[src/rtl/fpmul_pkg.sv]
// Shared types and constants for the floating-point multiplier pipeline.
// Stage-3 rounding mode is selected by FPMUL_STAGE3_RNE_EN (see fpmul_round_rne).
package fpmul_pkg;

    localparam int unsigned EXP_W = 8;
    localparam int unsigned SIG_W = 28;

    // Low-order significand bit positions: lsb of the kept result, then guard/round/sticky.
    localparam int unsigned L_BIT = 3;
    localparam int unsigned G_BIT = 2;
    localparam int unsigned R_BIT = 1;
    localparam int unsigned S_BIT = 0;

    typedef struct packed {
        logic             sign;
        logic [EXP_W-1:0] exp;
        logic [SIG_W-1:0] sig;
        logic             exp_pos;
        logic             exp_neg;
        logic             is_inf;
        logic             is_nan;
        logic             is_zero;
    } beat_t;

    typedef enum logic [1:0] {
        StEmpty,
        StOne,
        StFull
    } skid_state_e;

endpackage

[src/rtl/fpmul_stage3_round_if.sv]
// Stage2 -> stage3 -> stage4 handshake bundle. The slave modport is the rounding stage,
// the master modport is its environment (upstream producer plus downstream consumer).
interface fpmul_stage3_round_if #(
    parameter int unsigned SIG_WIDTH = fpmul_pkg::SIG_W
) ();

    logic                 in_valid;
    logic                 in_ready;
    logic                 SIGN;
    logic                 EXP_pos;
    logic                 EXP_neg;
    logic                 isINF_tab;
    logic                 isNaN;
    logic                 isZ_tab;
    logic [7:0]           EXP_in;
    logic [SIG_WIDTH-1:0] SIG_in;

    logic [7:0]           EXP_out_round;
    logic [SIG_WIDTH-1:0] SIG_out_round;
    logic                 SIGN_out;
    logic                 EXP_pos_out;
    logic                 EXP_neg_out;
    logic                 isINF_tab_out;
    logic                 isNaN_out;
    logic                 isZ_tab_out;
    logic                 out_valid;
    logic                 out_ready;

    modport slave (
        input  in_valid, SIGN, EXP_pos, EXP_neg, isINF_tab, isNaN, isZ_tab, EXP_in, SIG_in,
        input  out_ready,
        output in_ready,
        output EXP_out_round, SIG_out_round, SIGN_out, EXP_pos_out, EXP_neg_out,
        output isINF_tab_out, isNaN_out, isZ_tab_out, out_valid
    );

    modport master (
        output in_valid, SIGN, EXP_pos, EXP_neg, isINF_tab, isNaN, isZ_tab, EXP_in, SIG_in,
        output out_ready,
        input  in_ready,
        input  EXP_out_round, SIG_out_round, SIGN_out, EXP_pos_out, EXP_neg_out,
        input  isINF_tab_out, isNaN_out, isZ_tab_out, out_valid
    );

endinterface

[src/rtl/fpmul_round_rne.sv]
// Combinational pre-normalize and round of the unrounded product significand.
// FPMUL_STAGE3_RNE_EN defined: round-to-nearest-even at bit 3; undefined: truncate.
module fpmul_round_rne import fpmul_pkg::*; #(
    parameter int unsigned SIG_WIDTH = SIG_W
) (
    input  logic [SIG_WIDTH-1:0] sig_in,
    input  logic [EXP_W-1:0]     exp_in,
    input  logic                 exp_pos_in,
    output logic [SIG_WIDTH-1:0] sig_out,
    output logic [EXP_W-1:0]     exp_out,
    output logic                 exp_pos_out
);

    logic [SIG_WIDTH-1:0] sig_norm;
    logic [SIG_WIDTH-1:0] sig_sum;
    logic                 round_up;

    always_comb begin
        sig_norm    = sig_in;
        exp_out     = exp_in;
        exp_pos_out = exp_pos_in;
        if (sig_in[SIG_WIDTH-1]) begin
            sig_norm         = {1'b0, sig_in[SIG_WIDTH-1:1]};
            sig_norm[S_BIT]  = sig_in[1] | sig_in[0];
            exp_out          = exp_in + EXP_W'(1);
            // Exponent wrap from FF to 00 is an overflow the later stages must see.
            if (exp_in == '1) begin
                exp_pos_out = 1'b1;
            end
        end

`ifdef FPMUL_STAGE3_RNE_EN
        round_up = sig_norm[G_BIT] & (sig_norm[R_BIT] | sig_norm[S_BIT] | sig_norm[L_BIT]);
`else
        round_up = 1'b0;
`endif

        // A carry into the top bit is left for the renormalizing stage downstream.
        sig_sum        = sig_norm + {{(SIG_WIDTH-4){1'b0}}, round_up, 3'b000};
        sig_out        = sig_sum;
        sig_out[2:0]   = 3'b000;
    end

endmodule

[src/rtl/fpmul_stage3_round.sv]
// Multiplier stage 3: rounding (fpmul_round_rne) registered into a 2-entry skid buffer.
// Rounding mode follows FPMUL_STAGE3_RNE_EN; in_ready is a pure register output.
module fpmul_stage3_round import fpmul_pkg::*; #(
    parameter int unsigned SIG_WIDTH = SIG_W
) (
    input logic                 clk,
    input logic                 rst_n,
    fpmul_stage3_round_if.slave bus
);

    if (SIG_WIDTH != SIG_W) begin : g_width_check
        $error("SIG_WIDTH must equal fpmul_pkg::SIG_W");
    end

    logic [SIG_WIDTH-1:0] sig_rnd;
    logic [EXP_W-1:0]     exp_rnd;
    logic                 exp_pos_rnd;
    beat_t                beat_in;
    beat_t                out_q;
    beat_t                skid_q;
    skid_state_e          state_q;
    logic                 in_ready_q;
    logic                 out_valid_q;
    logic                 accept;
    logic                 emit;

    fpmul_round_rne #(
        .SIG_WIDTH (SIG_WIDTH)
    ) u_round (
        .sig_in      (bus.SIG_in),
        .exp_in      (bus.EXP_in),
        .exp_pos_in  (bus.EXP_pos),
        .sig_out     (sig_rnd),
        .exp_out     (exp_rnd),
        .exp_pos_out (exp_pos_rnd)
    );

    always_comb begin
        beat_in         = '0;
        beat_in.sign    = bus.SIGN;
        beat_in.exp     = exp_rnd;
        beat_in.sig     = sig_rnd;
        beat_in.exp_pos = exp_pos_rnd;
        beat_in.exp_neg = bus.EXP_neg;
        beat_in.is_inf  = bus.isINF_tab;
        beat_in.is_nan  = bus.isNaN;
        beat_in.is_zero = bus.isZ_tab;
    end

    assign accept = bus.in_valid & in_ready_q;
    assign emit   = out_valid_q & bus.out_ready;

    always_ff @(posedge clk or negedge rst_n) begin
        if (!rst_n) begin
            state_q     <= StEmpty;
            in_ready_q  <= 1'b1;
            out_valid_q <= 1'b0;
            out_q       <= '0;
            skid_q      <= '0;
        end else begin
            unique case (state_q)
                StEmpty: begin
                    if (accept) begin
                        out_q       <= beat_in;
                        out_valid_q <= 1'b1;
                        state_q     <= StOne;
                    end
                end
                StOne: begin
                    if (accept && emit) begin
                        out_q <= beat_in;
                    end else if (accept) begin
                        skid_q     <= beat_in;
                        in_ready_q <= 1'b0;
                        state_q    <= StFull;
                    end else if (emit) begin
                        out_valid_q <= 1'b0;
                        state_q     <= StEmpty;
                    end
                end
                StFull: begin
                    // in_ready is low here, so only the drain side can move.
                    if (emit) begin
                        out_q      <= skid_q;
                        in_ready_q <= 1'b1;
                        state_q    <= StOne;
                    end
                end
                default: begin
                    state_q     <= StEmpty;
                    in_ready_q  <= 1'b1;
                    out_valid_q <= 1'b0;
                end
            endcase
        end
    end

    assign bus.in_ready      = in_ready_q;
    assign bus.out_valid     = out_valid_q;
    assign bus.SIG_out_round = out_q.sig;
    assign bus.EXP_out_round = out_q.exp;
    assign bus.SIGN_out      = out_q.sign;
    assign bus.EXP_pos_out   = out_q.exp_pos;
    assign bus.EXP_neg_out   = out_q.exp_neg;
    assign bus.isINF_tab_out = out_q.is_inf;
    assign bus.isNaN_out     = out_q.is_nan;
    assign bus.isZ_tab_out   = out_q.is_zero;

endmodule

[src/flat_wrapper.sv]
// flat-port wrapper written by rule: the top's interface ports become plain ports
module fpmul_stage3_round_flat import fpmul_pkg::*;
#(
    parameter int unsigned SIG_WIDTH = SIG_W
)
  (clk, rst_n, bus_in_valid, bus_SIGN, bus_EXP_pos, bus_EXP_neg, bus_isINF_tab, bus_isNaN, bus_isZ_tab, bus_EXP_in, bus_SIG_in, bus_out_ready, bus_in_ready, bus_EXP_out_round, bus_SIG_out_round, bus_SIGN_out, bus_EXP_pos_out, bus_EXP_neg_out, bus_isINF_tab_out, bus_isNaN_out, bus_isZ_tab_out, bus_out_valid);
  fpmul_stage3_round_if #(.SIG_WIDTH(SIG_WIDTH)) bus_i ();
  input logic clk;
  input logic rst_n;
  input wire logic [$bits(bus_i.in_valid)-1:0] bus_in_valid;
  input wire logic [$bits(bus_i.SIGN)-1:0] bus_SIGN;
  input wire logic [$bits(bus_i.EXP_pos)-1:0] bus_EXP_pos;
  input wire logic [$bits(bus_i.EXP_neg)-1:0] bus_EXP_neg;
  input wire logic [$bits(bus_i.isINF_tab)-1:0] bus_isINF_tab;
  input wire logic [$bits(bus_i.isNaN)-1:0] bus_isNaN;
  input wire logic [$bits(bus_i.isZ_tab)-1:0] bus_isZ_tab;
  input wire logic [$bits(bus_i.EXP_in)-1:0] bus_EXP_in;
  input wire logic [$bits(bus_i.SIG_in)-1:0] bus_SIG_in;
  input wire logic [$bits(bus_i.out_ready)-1:0] bus_out_ready;
  output wire logic [$bits(bus_i.in_ready)-1:0] bus_in_ready;
  output wire logic [$bits(bus_i.EXP_out_round)-1:0] bus_EXP_out_round;
  output wire logic [$bits(bus_i.SIG_out_round)-1:0] bus_SIG_out_round;
  output wire logic [$bits(bus_i.SIGN_out)-1:0] bus_SIGN_out;
  output wire logic [$bits(bus_i.EXP_pos_out)-1:0] bus_EXP_pos_out;
  output wire logic [$bits(bus_i.EXP_neg_out)-1:0] bus_EXP_neg_out;
  output wire logic [$bits(bus_i.isINF_tab_out)-1:0] bus_isINF_tab_out;
  output wire logic [$bits(bus_i.isNaN_out)-1:0] bus_isNaN_out;
  output wire logic [$bits(bus_i.isZ_tab_out)-1:0] bus_isZ_tab_out;
  output wire logic [$bits(bus_i.out_valid)-1:0] bus_out_valid;
  assign bus_i.in_valid = bus_in_valid;
  assign bus_i.SIGN = bus_SIGN;
  assign bus_i.EXP_pos = bus_EXP_pos;
  assign bus_i.EXP_neg = bus_EXP_neg;
  assign bus_i.isINF_tab = bus_isINF_tab;
  assign bus_i.isNaN = bus_isNaN;
  assign bus_i.isZ_tab = bus_isZ_tab;
  assign bus_i.EXP_in = bus_EXP_in;
  assign bus_i.SIG_in = bus_SIG_in;
  assign bus_i.out_ready = bus_out_ready;
  assign bus_in_ready = bus_i.in_ready;
  assign bus_EXP_out_round = bus_i.EXP_out_round;
  assign bus_SIG_out_round = bus_i.SIG_out_round;
  assign bus_SIGN_out = bus_i.SIGN_out;
  assign bus_EXP_pos_out = bus_i.EXP_pos_out;
  assign bus_EXP_neg_out = bus_i.EXP_neg_out;
  assign bus_isINF_tab_out = bus_i.isINF_tab_out;
  assign bus_isNaN_out = bus_i.isNaN_out;
  assign bus_isZ_tab_out = bus_i.isZ_tab_out;
  assign bus_out_valid = bus_i.out_valid;
  fpmul_stage3_round #(.SIG_WIDTH(SIG_WIDTH)) u_core (.clk(clk), .rst_n(rst_n), .bus(bus_i));
endmodule
[config.mk]
export PLATFORM = sky130hd
export DESIGN_NAME = fpmul_stage3_round_flat
export DESIGN_NICKNAME = d
export VERILOG_FILES = /design/src/rtl/fpmul_pkg.sv /design/src/rtl/fpmul_stage3_round_if.sv /design/src/rtl/fpmul_round_rne.sv /design/src/rtl/fpmul_stage3_round.sv /design/src/flat_wrapper.sv
export SDC_FILE = /design/constraint.sdc
export NUM_CORES = 1
export LEC_CHECK = 0
export BUFFER_PORTS_ARGS = -buffer_cell sky130_fd_sc_hd__buf_2
export CAP_MARGIN = 20
export CORE_MARGIN = 8
export CORE_UTILIZATION = 28
export CTS_CLUSTER_SIZE = 16
export DETAILED_ROUTE_END_ITERATION = 8
export PLACE_DENSITY = 0.49
export SLEW_MARGIN = 40
export SYNTH_ARGS = -nofsm -noshare
export SYNTH_HDL_FRONTEND = slang
export SYNTH_SLANG_ARGS = --single-unit
[constraint.sdc]
create_clock -name clk -period 3.2 [get_ports clk]
set_input_delay 0.16 -clock clk [delete_from_list [all_inputs] [get_ports clk]]
set_output_delay 0.16 -clock clk [all_outputs]
set_load 0.02 [all_outputs]
==> metrics, run 1 <==
outcome finished, final reports clean; half-perimeter wire length after placement 6.153 mm; R2R depth 5; Multi-input gate area 0.001705 sq mm; post-synthesis mux area share 11.35%; hold_sp bus_isINF_tab; max_slew headroom 47.69%; routability cong. 0.7434; arrival time at the worst endpoint 2.37 ns; hold path depth 2; clk sinks 80; synthesized area 0.003880 sq mm; fin nets 506; ys flop type dfrtp_1; die width 133.7 um; register bit count reported by yosys 80; Synth cell types 27; YS warnings 0; H-tree depth 3; WL/cell 14.23 um; CORE AREA 0.01372 sq mm; Starting Density 28.28%; Synth Instances 386; CTS Buffer Depth 2; Ports 90; Yosys top cell by area dfrtp_1; Filler cells 1444; Overflow after GRT 0; Finished Core Util 34.27%; Worst-Skew Late Latency 0.33 ns; total power 0.002110 W; max-slew violation count 0; number of global-route vias before repair 2906; fraction of layout cells with a size suffix above 1 32.97%; maximum clock frequency 0.4595 GHz; CTS root buf clkbuf_16; DP Worst Slack 1.010 ns; Pleak 2.213 nW; CTS buffer count 9; initial DRC count 152; Area contributors post-synth dfrtp_1, mux2i_1, a21oi_2; Final ANT Viol Nets 0; Hold Fails Final Rpt 0; Post-CTS Repair Setup Buffers 0; Post-synth EDFFs 0; Port Buffers 82; Tmin final 2.176 ns; crit path launch type flop; first-pass GRT wire length 15.08 mm; Post-Synth Adder-Cell Area 0.3225%; Async S/R FF share, synth 100.0%; die area 0.01788 sq mm; Crit. End Element flop; TNS Setup 0 ns; Vias 2840; Crit Path Max Fanout 73; Worst-Margin Slew 0.7846 ns; post-detailed-route DRC marker count 0; Compound-Gate Fraction of Synth Area 17.32%; largest net degree at the start of global routing 81; Min-Delay Path Class primary input to flop; power density over the cells 448.7 mW/mm^2; Worst VDD drop 201.4 uV; reg2reg end u_core.bus.EXP_out_round[5]; Crit path required time 3.40 ns; xor/xnor share of the synthesized area 1.580%; TritonCTS clock tree yes; Max Cap Violations 0; Seq/Total Area, Yosys 51.63%; initial antenna violation count 1; Diodes inserted 0; average cell area after synthesis 10.05 sq um; largest family of logic cells by synthesized area compound AO/OA/AOI/OAI gates; flop2flop setup slack 1.02 ns; GRT Total Usage 10.63%; WHS 0.07269 ns; Worst Setup Slack, final 1.024 ns; Total Wirelength 9.161 mm; first drt pass iteration count 4; worst hold endpoint u_core.skid_q[2]; row cnt 43; Worst Skew 0.003067 ns; CP Class flop to flop; Die H 133.7 um; origin of the critical flop-to-flop path u_core.state_q[1]; Simple-Gate Fraction of Synth Area 12.51%; FF/Latch Area 0.002003 sq mm; DR vias/cell 4.410; RSZ-0062 raised after global routing false; clk slew on worst S/H paths 0.06 ns; endpoints failing setup 0; Area growth syn-to-layout 21.19%; post-synth top area share 50.95%; crit share post-route 68.01%
## where the power goes
part           internal [W]  leakage [nW]  switching (W)
combinational     0.0000417         0.959      0.0000701
sequential          0.00101          1.11              0
clock              0.000586         0.145       0.000401
total               0.00164          2.21       0.000471
## state kept, by name, summed over array words and instances, names as in the netlist, 2 cells and up
name,count
u_core.bus.EXP_out_round,8
u_core.bus.SIG_out_round,24
u_core.skid_q,38
u_core.state_q,2
## Yosys cell counts (4+ instances only)
master and instances:
o21ai_0 58, buf_4 14, a21oi_2 35, a21oi_1 7
nand2_1 64, buf_6 4, buf_2 5, mux2_2 8
xnor2_1 7, mux2i_1 35, nor2_1 42, clkbuf_1 6
dfrtp_1 79
## cells in the final DEF, fill, tap and decap left out, types with 2 or more instances in the layout
cell type and instances:
clkbuf_16 9, a21oi_1 7, a21oi_2 35, xnor2_1 7
mux2i_1 35, nor3_1 3, nand4_1 3, buf_2 81
o22ai_1 2, mux2_2 8, buf_4 4, or2_2 3
o21ai_0 58, nor2_1 42, clkinv_2 3, conb_1 4
nand2_1 64, clkbuf_8 4, dfrtp_1 79
## worst max-delay path by stage
stage                   startpoint                          end  slack (ns)  depth (start not counted)
3_3_place_gp     u_core.state_q[1]  u_core.bus.EXP_out_round[5]        1.08                          5
4_1_cts          u_core.state_q[1]  u_core.bus.EXP_out_round[5]         1.0                          5
6_report         u_core.state_q[1]  u_core.bus.EXP_out_round[5]        1.02                          5
2_1_floorplan  u_core.bus.in_ready  u_core.bus.EXP_out_round[1]        1.68                          5
5_1_grt          u_core.state_q[1]  u_core.bus.EXP_out_round[5]        0.72                          5
3_5_place_dp     u_core.state_q[1]  u_core.bus.EXP_out_round[5]        1.01                          5
## metrics by stage
step                      std cells  cell area [sq um]
after floorplan                 389               3891
after global placement          627               4395
after detailed placement        627               4404
after CTS                       644               4700
after global routing            644               4702
final                           644               4702
## critical path, stage by stage, from the launching register on
cell and delay (ns):
dfrtp_1 0.52, nand2b_2 0.50, o32ai_4 0.30, buf_12 0.39, mux2i_1 0.25, a21oi_1 0.06
## logic make-up (layout without fill, tap and decap cells)
logic type | Yosys count | after routing
buffers and inverters | 30 | 105
AND/OR/NAND/NOR | 120 | 120
adder cells (fa/ha/maj) | 1 | 1
multiplexers | 43 | 43
flip-flops | 80 | 80
other | 1 | 4
XOR/XNOR | 7 | 7
AO/OA/AOI/OAI | 104 | 104
## cell type report
class | instances | share of cell area, %
repair buffers | 88 | 10.19
multi-input cells | 279 | 36.27
inverters | 1 | 0.07983
clock inverters | 3 | 0.3193
well taps | 180 | 4.790
flip-flops and latches | 80 | 42.60
clock buffers | 13 | 5.748
## routing by layer
layer,global-route usage (%),up-vias,wire length [um]
met3,3.087,12,416
met1,13.09,1331,4131
met5,0,-,10
met4,4.492,2,167
li1,-,1450,-
met2,17.01,45,4435
## what timing repair did
action | 4_1_cts | 5_1_grt
endpoints found under the setup margin | 0 | 0
resized for setup | 0 | 0
hold buffers | 1 | 0
endpoints found under the hold margin | 79 | 0
(Power assumes the default switching activity.)
==> run 2: changes to the inputs <==
Settings changed: PLACE_DENSITY 0.49 to 0.51.
Clock period 3.2 ns to 1.8 ns, I/O delays scaled along.
==> run 2 against run 1 <==
Net effect:
- sequential power up 78%
- wire length down 0.40%
- highest routed layer unchanged
- worst hold slack worse by 0.0010 ns
- global-route usage about the same
==> metrics, run 2 (same netlist as run 1, synthesis figures left out) <==
outcome finished, final reports clean (unchanged); Crit. End Element flop (unchanged); row cnt 43 (unchanged); CTS Buffer Depth 2 (unchanged); Die H 133.7 um (unchanged); Worst Skew 0.004305 ns (was 0.003067 ns); Port Buffers 82 (unchanged); initial antenna violation count 1 (unchanged); worst path cell trace nand2_1, o32ai_4, buf_12, buf_12, nor2_1, a21oi_2 (was nand2b_2, o32ai_4, buf_12, mux2i_1, a21oi_1); largest net degree at the start of global routing 70 (was 81); Clk pwr share 46.1% (was 46.7%); P_int 0.002929 W (was 0.001639 W); initial DRC count 126 (was 152); TNS Setup 0 ns (unchanged); Crit path largest cell delay 0.56 ns (was 0.52 ns); CTS root buf clkbuf_16 (unchanged); WL/cell 13.89 um (was 14.23 um); Area growth syn-to-layout 25.54% (was 21.19%); DR vias/cell 4.414 (was 4.410); max layer used met5 (unchanged); Gate power share 5.8% (was 5.3%); Vias 2900 (was 2840); met2 wire length 4.108 mm (was 4.435 mm); met3 routed wirelength 472 um (was 416 um); fraction of layout cells with a size suffix above 1 33.61% (was 32.97%); Crit path required time 2.06 ns (was 3.40 ns); number of global-route vias before repair 3012 (was 2906); Worst Setup Slack, final 0.1794 ns (was 1.024 ns); Final ANT Viol Nets 0 (unchanged); post-detailed-route DRC marker count 0 (unchanged); max FFs per register 38 (unchanged); Worst VDD drop 326.1 uV (was 201.4 uV); Worst-Margin Slew 0.5287 ns (was 0.7846 ns); Min-Delay Path Class primary input to flop (unchanged); arrival time at the worst endpoint 1.88 ns (was 2.37 ns); Max Cap Violations 0 (unchanged); crit path launch type flop (unchanged); Sw Ratio 21.71% (was 22.31%); GRT Total Usage 10.66% (was 10.63%); TritonCTS clock tree yes (unchanged); maximum clock frequency 0.6170 GHz (was 0.4595 GHz); CP max stage cell dfstp_2 (was dfrtp_1); Hold Fails Final Rpt 0 (unchanged); endpoints failing setup 0 (unchanged); clk slew on worst S/H paths 0.06 ns (about the same); Tmin final 1.621 ns (was 2.176 ns); worst path bufs/invs 2 (was 1); highest-count cells in the layout ignoring fill and taps buf_2, dfrtp_1, nand2_1, o21ai_0, nor2_1 (unchanged); Total Wirelength 9.124 mm (was 9.161 mm); P_sw 0.0008122 W (was 0.0004708 W); max_slew headroom 64.75% (was 47.69%); Largest Register u_core.skid_q (unchanged); Ports 90 (unchanged); crit share post-route 90.04% (was 68.01%); Overflow after GRT 0 (unchanged); Sequential Power Share 48.1% (was 48.0%); Gates resized, CTS repair 0 (unchanged); first-pass GRT wire length 15.12 mm (was 15.08 mm); CORE AREA 0.01372 sq mm (unchanged); half-perimeter wire length after placement 6.632 mm (was 6.153 mm); CTS buffer count 9 (unchanged); Filler cells 1398 (was 1444); CP Class flop to flop (unchanged); die area 0.01788 sq mm (unchanged); clk sinks 80 (unchanged); first drt pass iteration count 6 (was 4); M1 WL 4.306 mm (was 4.131 mm); Crit Path Max Fanout 30 (was 73); H-tree depth 3 (unchanged); max-slew violation count 0 (unchanged); Pleak 2.276 nW (was 2.213 nW); power density over the cells 768.0 mW/mm^2 (was 448.7 mW/mm^2); Starting Density 28.28% (unchanged); Worst-Skew Late Latency 0.33 ns (about the same); die width 133.7 um (unchanged); fin nets 518 (was 506); cell mode on critical path buf_12; DP Worst Slack 0.1730 ns (was 1.010 ns); routability cong. 0.7783 (was 0.7434); RSZ-0062 raised after global routing false (unchanged); Crit path max-delay family flip-flops (unchanged); commonest non-fill, non-tap cell in the layout buf_2 (unchanged)
-- run 2: timing repair --
action,CTS,global route
hold buffers,6,0
setup buffers,0,0
endpoints found under the hold margin,40,0
-- run 2: worst paths after layout --
kind | to | start | slack, ns | cells after the start
min | u_core.skid_q[31] | bus_SIG_in[26] | 0.07 | 3
min in group asynchronous | u_core.bus.EXP_out_round[6] | rst_n | 0.28 | 2
max | u_core.bus.SIG_out_round[16] | u_core.bus.in_ready | 0.18 | 6
min reg2reg | u_core.skid_q[9] | u_core.skid_q[9] | 0.47 | 2
max reg2reg | u_core.bus.SIG_out_round[16] | u_core.bus.in_ready | 0.18 | 6
max in group asynchronous | u_core.bus.SIG_out_round[13] | rst_n | 0.94 | 3
-- run 2: metal layers --
layer / track usage [%] / up-vias
li1: - / 1479
met5: 0 / -
met1: 12.96 / 1346
met4: 5.926 / 2
met3: 3.313 / 16
met2: 16.45 / 57
-- run 2: final cells by class --
class	count	area, sq um	share of cell area, %
multi-input cells	279	1700	34.91
clock inverters	3	15.01	0.3082
diodes	1	2.502	0.05137
clock buffers	13	270.3	5.548
well taps	180	225.2	4.624
inverters	1	3.754	0.07706
repair buffers	100	650.6	13.36
flip-flops and latches	80	2003	41.13
-- run 2: stage by stage --
step	total power, W	hold WS [ns]	cells	cell area, sq um	util, %
final	0.003741	0.07169	657	4871	35.50
after global routing	0.003930	0.06041	656	4868	35.49
after global placement	0.002040	0.1069	634	4523	32.97
after detailed placement	0.002043	0.1118	634	4523	32.97
after floorplan	0.001921	-0.2056	389	3891	-
after CTS	0.003818	0.05440	656	4868	35.49
-- run 2: worst register-to-register path: cells and delay by family (launching register included) --
family	cells	cell delay [ns]
compound gates	2	0.39
buf+inv	2	0.37
simple gates	2	0.23
flops	1	0.56
-- run 2: power groups by stage --
stage               clock network [W]  logic [W]  registers [W]
detailed placement                  0   0.000212        0.00183
floorplan                           0  0.0000888        0.00183
global route                  0.00189   0.000244        0.00180
finish                        0.00172   0.000217        0.00180
CTS                           0.00180   0.000223        0.00180
global placement                    0   0.000209        0.00183
==> run 3: changes to the inputs <==
Settings changed: REMOVE_ABC_BUFFERS from default to 1.
==> run 3 against run 2 <==
Net effect:
- core utilization decreased by 0.16 points
- non-clock buffer count unchanged
- maximum frequency fell by 0.36%
- sequential share of layout area increased by 0.18 points
==> metrics, run 3 (same netlist as run 1, synthesis figures left out) <==
Tmin final 1.626 ns (was 1.621 ns); GRT Total Usage 10.66% (about the same); RSZ-0062 raised after global routing false (unchanged); Crit path depth 6 (unchanged); Max Cap Violations 0 (unchanged); P_sw 0.0008216 W (was 0.0008122 W); highest-count cells in the layout ignoring fill and taps buf_2, dfrtp_1, nand2_1, o21ai_0, nor2_1 (unchanged); DR vias/cell 4.428 (was 4.414); R2R depth 6 (unchanged); die width 133.7 um (unchanged); Worst Skew 0.005195 ns (was 0.004305 ns); Ports 90 (unchanged); Starting Density 28.28% (unchanged); H-tree depth 3 (unchanged); clk slew on worst S/H paths 0.06 ns (about the same); CP startpoint u_core.bus.in_ready (unchanged); worst path bufs/invs 2 (unchanged); Crit Path Max Fanout 30 (unchanged); CP Class flop to flop (unchanged); half-perimeter wire length after placement 6.467 mm (was 6.632 mm); arrival time at the worst endpoint 1.89 ns (was 1.88 ns); maximum clock frequency 0.6149 GHz (was 0.6170 GHz); outcome finished, final reports clean (unchanged); Worst Setup Slack, final 0.1736 ns (was 0.1794 ns); Worst setup endpoint u_core.bus.SIG_out_round[17] (was u_core.bus.SIG_out_round[16]); CTS buffer count 9 (unchanged); total power 0.003671 W (was 0.003741 W); max-slew violation count 0 (unchanged); CP max stage cell dfstp_2 (unchanged); row cnt 43 (unchanged); FF/Latch Area 0.002003 sq mm (unchanged); Crit path max-delay family flip-flops (unchanged); crit share post-route 90.36% (was 90.04%); Die H 133.7 um (unchanged); Vias 2905 (was 2900); Sequential Power Share 49.0% (was 48.1%); power density over the cells 757.0 mW/mm^2 (was 768.0 mW/mm^2); max FFs per register 38 (unchanged); die area 0.01788 sq mm (unchanged); Gate power share 5.8% (about the same); Largest Register u_core.skid_q (unchanged); worst path cell trace nand2_1, o32ai_4, buf_12, buf_12, nor2_1, a21oi_2 (unchanged); Crit path required time 2.07 ns (was 2.06 ns); CTS root buf clkbuf_16 (unchanged); initial antenna violation count 0 (was 1); cell mode on critical path buf_12 (unchanged); endpoints failing setup 0 (unchanged); flop2flop setup slack 0.17 ns (was 0.18 ns); origin of the critical flop-to-flop path u_core.bus.in_ready (unchanged); fin nets 518 (unchanged); commonest non-fill, non-tap cell in the layout buf_2 (unchanged); number of global-route vias before repair 3028 (was 3012); crit path launch type flop (unchanged); first drt pass iteration count 4 (was 6); Port Buffers 82 (unchanged); first-pass GRT wire length 15.25 mm (was 15.12 mm); fraction of layout cells with a size suffix above 1 33.40% (was 33.61%); CORE AREA 0.01372 sq mm (unchanged); largest net degree at the start of global routing 41 (was 70); Worst-Skew Late Latency 0.34 ns (was 0.33 ns); TritonCTS clock tree yes (unchanged); Area growth syn-to-layout 24.99% (was 25.54%); Worst VDD drop 302.7 uV (was 326.1 uV); reg2reg end u_core.bus.SIG_out_round[17] (was u_core.bus.SIG_out_round[16]); Final ANT Viol Nets 0 (unchanged); routability cong. 0.7434 (was 0.7783); DP Worst Slack 0.1866 ns (was 0.1730 ns); initial DRC count 125 (was 126); Pleak 2.262 nW (was 2.276 nW); WL/cell 13.54 um (was 13.89 um); Total Wirelength 8.884 mm (was 9.124 mm); Clk pwr share 45.2% (was 46.1%); Hold Fails Final Rpt 0 (unchanged); Min-Delay Path Class primary input to flop (unchanged); Overflow after GRT 0 (unchanged); Diodes inserted 0 (was 1); post-detailed-route DRC marker count 0 (unchanged); Crit path largest cell delay 0.56 ns (about the same); P_int 0.002850 W (was 0.002929 W); CTS Buffer Depth 2 (unchanged); Multi-input gate area 0.001700 sq mm (unchanged); Sw Ratio 22.38% (was 21.71%); clk sinks 80 (unchanged); Crit. End Element flop (unchanged); Filler cells 1438 (was 1398)
[run 3: worst min-delay path by stage]
stage / startpoint / end / slack (ns) / cells past startpoint
2_1_floorplan: rst_n / u_core.bus.EXP_neg_out / -0.21 / 0
3_5_place_dp: rst_n / u_core.bus.SIG_out_round[10] / 0.01 / 1
5_1_grt: bus_SIG_in[8] / u_core.skid_q[13] / 0.08 / 3
3_3_place_gp: rst_n / u_core.bus.SIG_out_round[11] / 0.01 / 1
4_1_cts: bus_EXP_pos / u_core.skid_q[4] / 0.03 / 3
6_report: bus_EXP_pos / u_core.skid_q[4] / 0.05 / 3
[run 3: layout make-up]
cell class / count / share of cell area (%)
Sequential cell: 80 / 41.31
Multi-Input combinational cell: 279 / 35.06
Timing Repair Buffer: 100 / 13.42
Clock buffer: 12 / 5.083
Tap cell: 180 / 4.644
Clock inverter: 4 / 0.4128
Inverter: 1 / 0.07740
[run 3: what timing repair did]
item	4_1_cts	5_1_grt
hold buffers	6	0
gates resized for setup	0	0
hold endpoints to repair	66	0
buffers inserted	0	0
[run 3: layer usage]
metal	wire, um	share of wire, %	global-route usage [%]
met2	3889	44	15.50
met4	255	2.9	5.614
met5	0	0	0
met3	488	5.5	3.652
met1	4251	48	13.66
[run 3: power by group through the flow]
stage / logic [W] / registers (W) / clock network, W
4_1_cts: 0.000220 / 0.00180 / 0.00173
5_1_grt: 0.000242 / 0.00180 / 0.00182
3_5_place_dp: 0.000209 / 0.00183 / 0
2_1_floorplan: 0.0000675 / 0.00183 / 0
6_report: 0.000213 / 0.00180 / 0.00166
3_3_place_gp: 0.000206 / 0.00183 / 0
[run 3: worst register-to-register path: stages (launching register included)]
cell	delay, ns
dfstp_2	0.56
nand2_1	0.15
o32ai_4	0.29
buf_12	0.18
buf_12	0.20
nor2_1	0.09
a21oi_2	0.10
[run 3: per-stage QoR]
step / setup TNS (ns) / cells / instance area, sq um / utilization [%] / hold WS, ns
detailed placement: 0 / 634 / 4523 / 32.97 / 0.01442
floorplan: -96.66 / 360 / 3694 / - / -0.2056
CTS: 0 / 656 / 4850 / 35.35 / 0.03182
finish: 0 / 656 / 4850 / 35.35 / 0.04738
global placement: 0 / 634 / 4523 / 32.97 / 0.01282
global route: 0 / 656 / 4850 / 35.35 / 0.07794
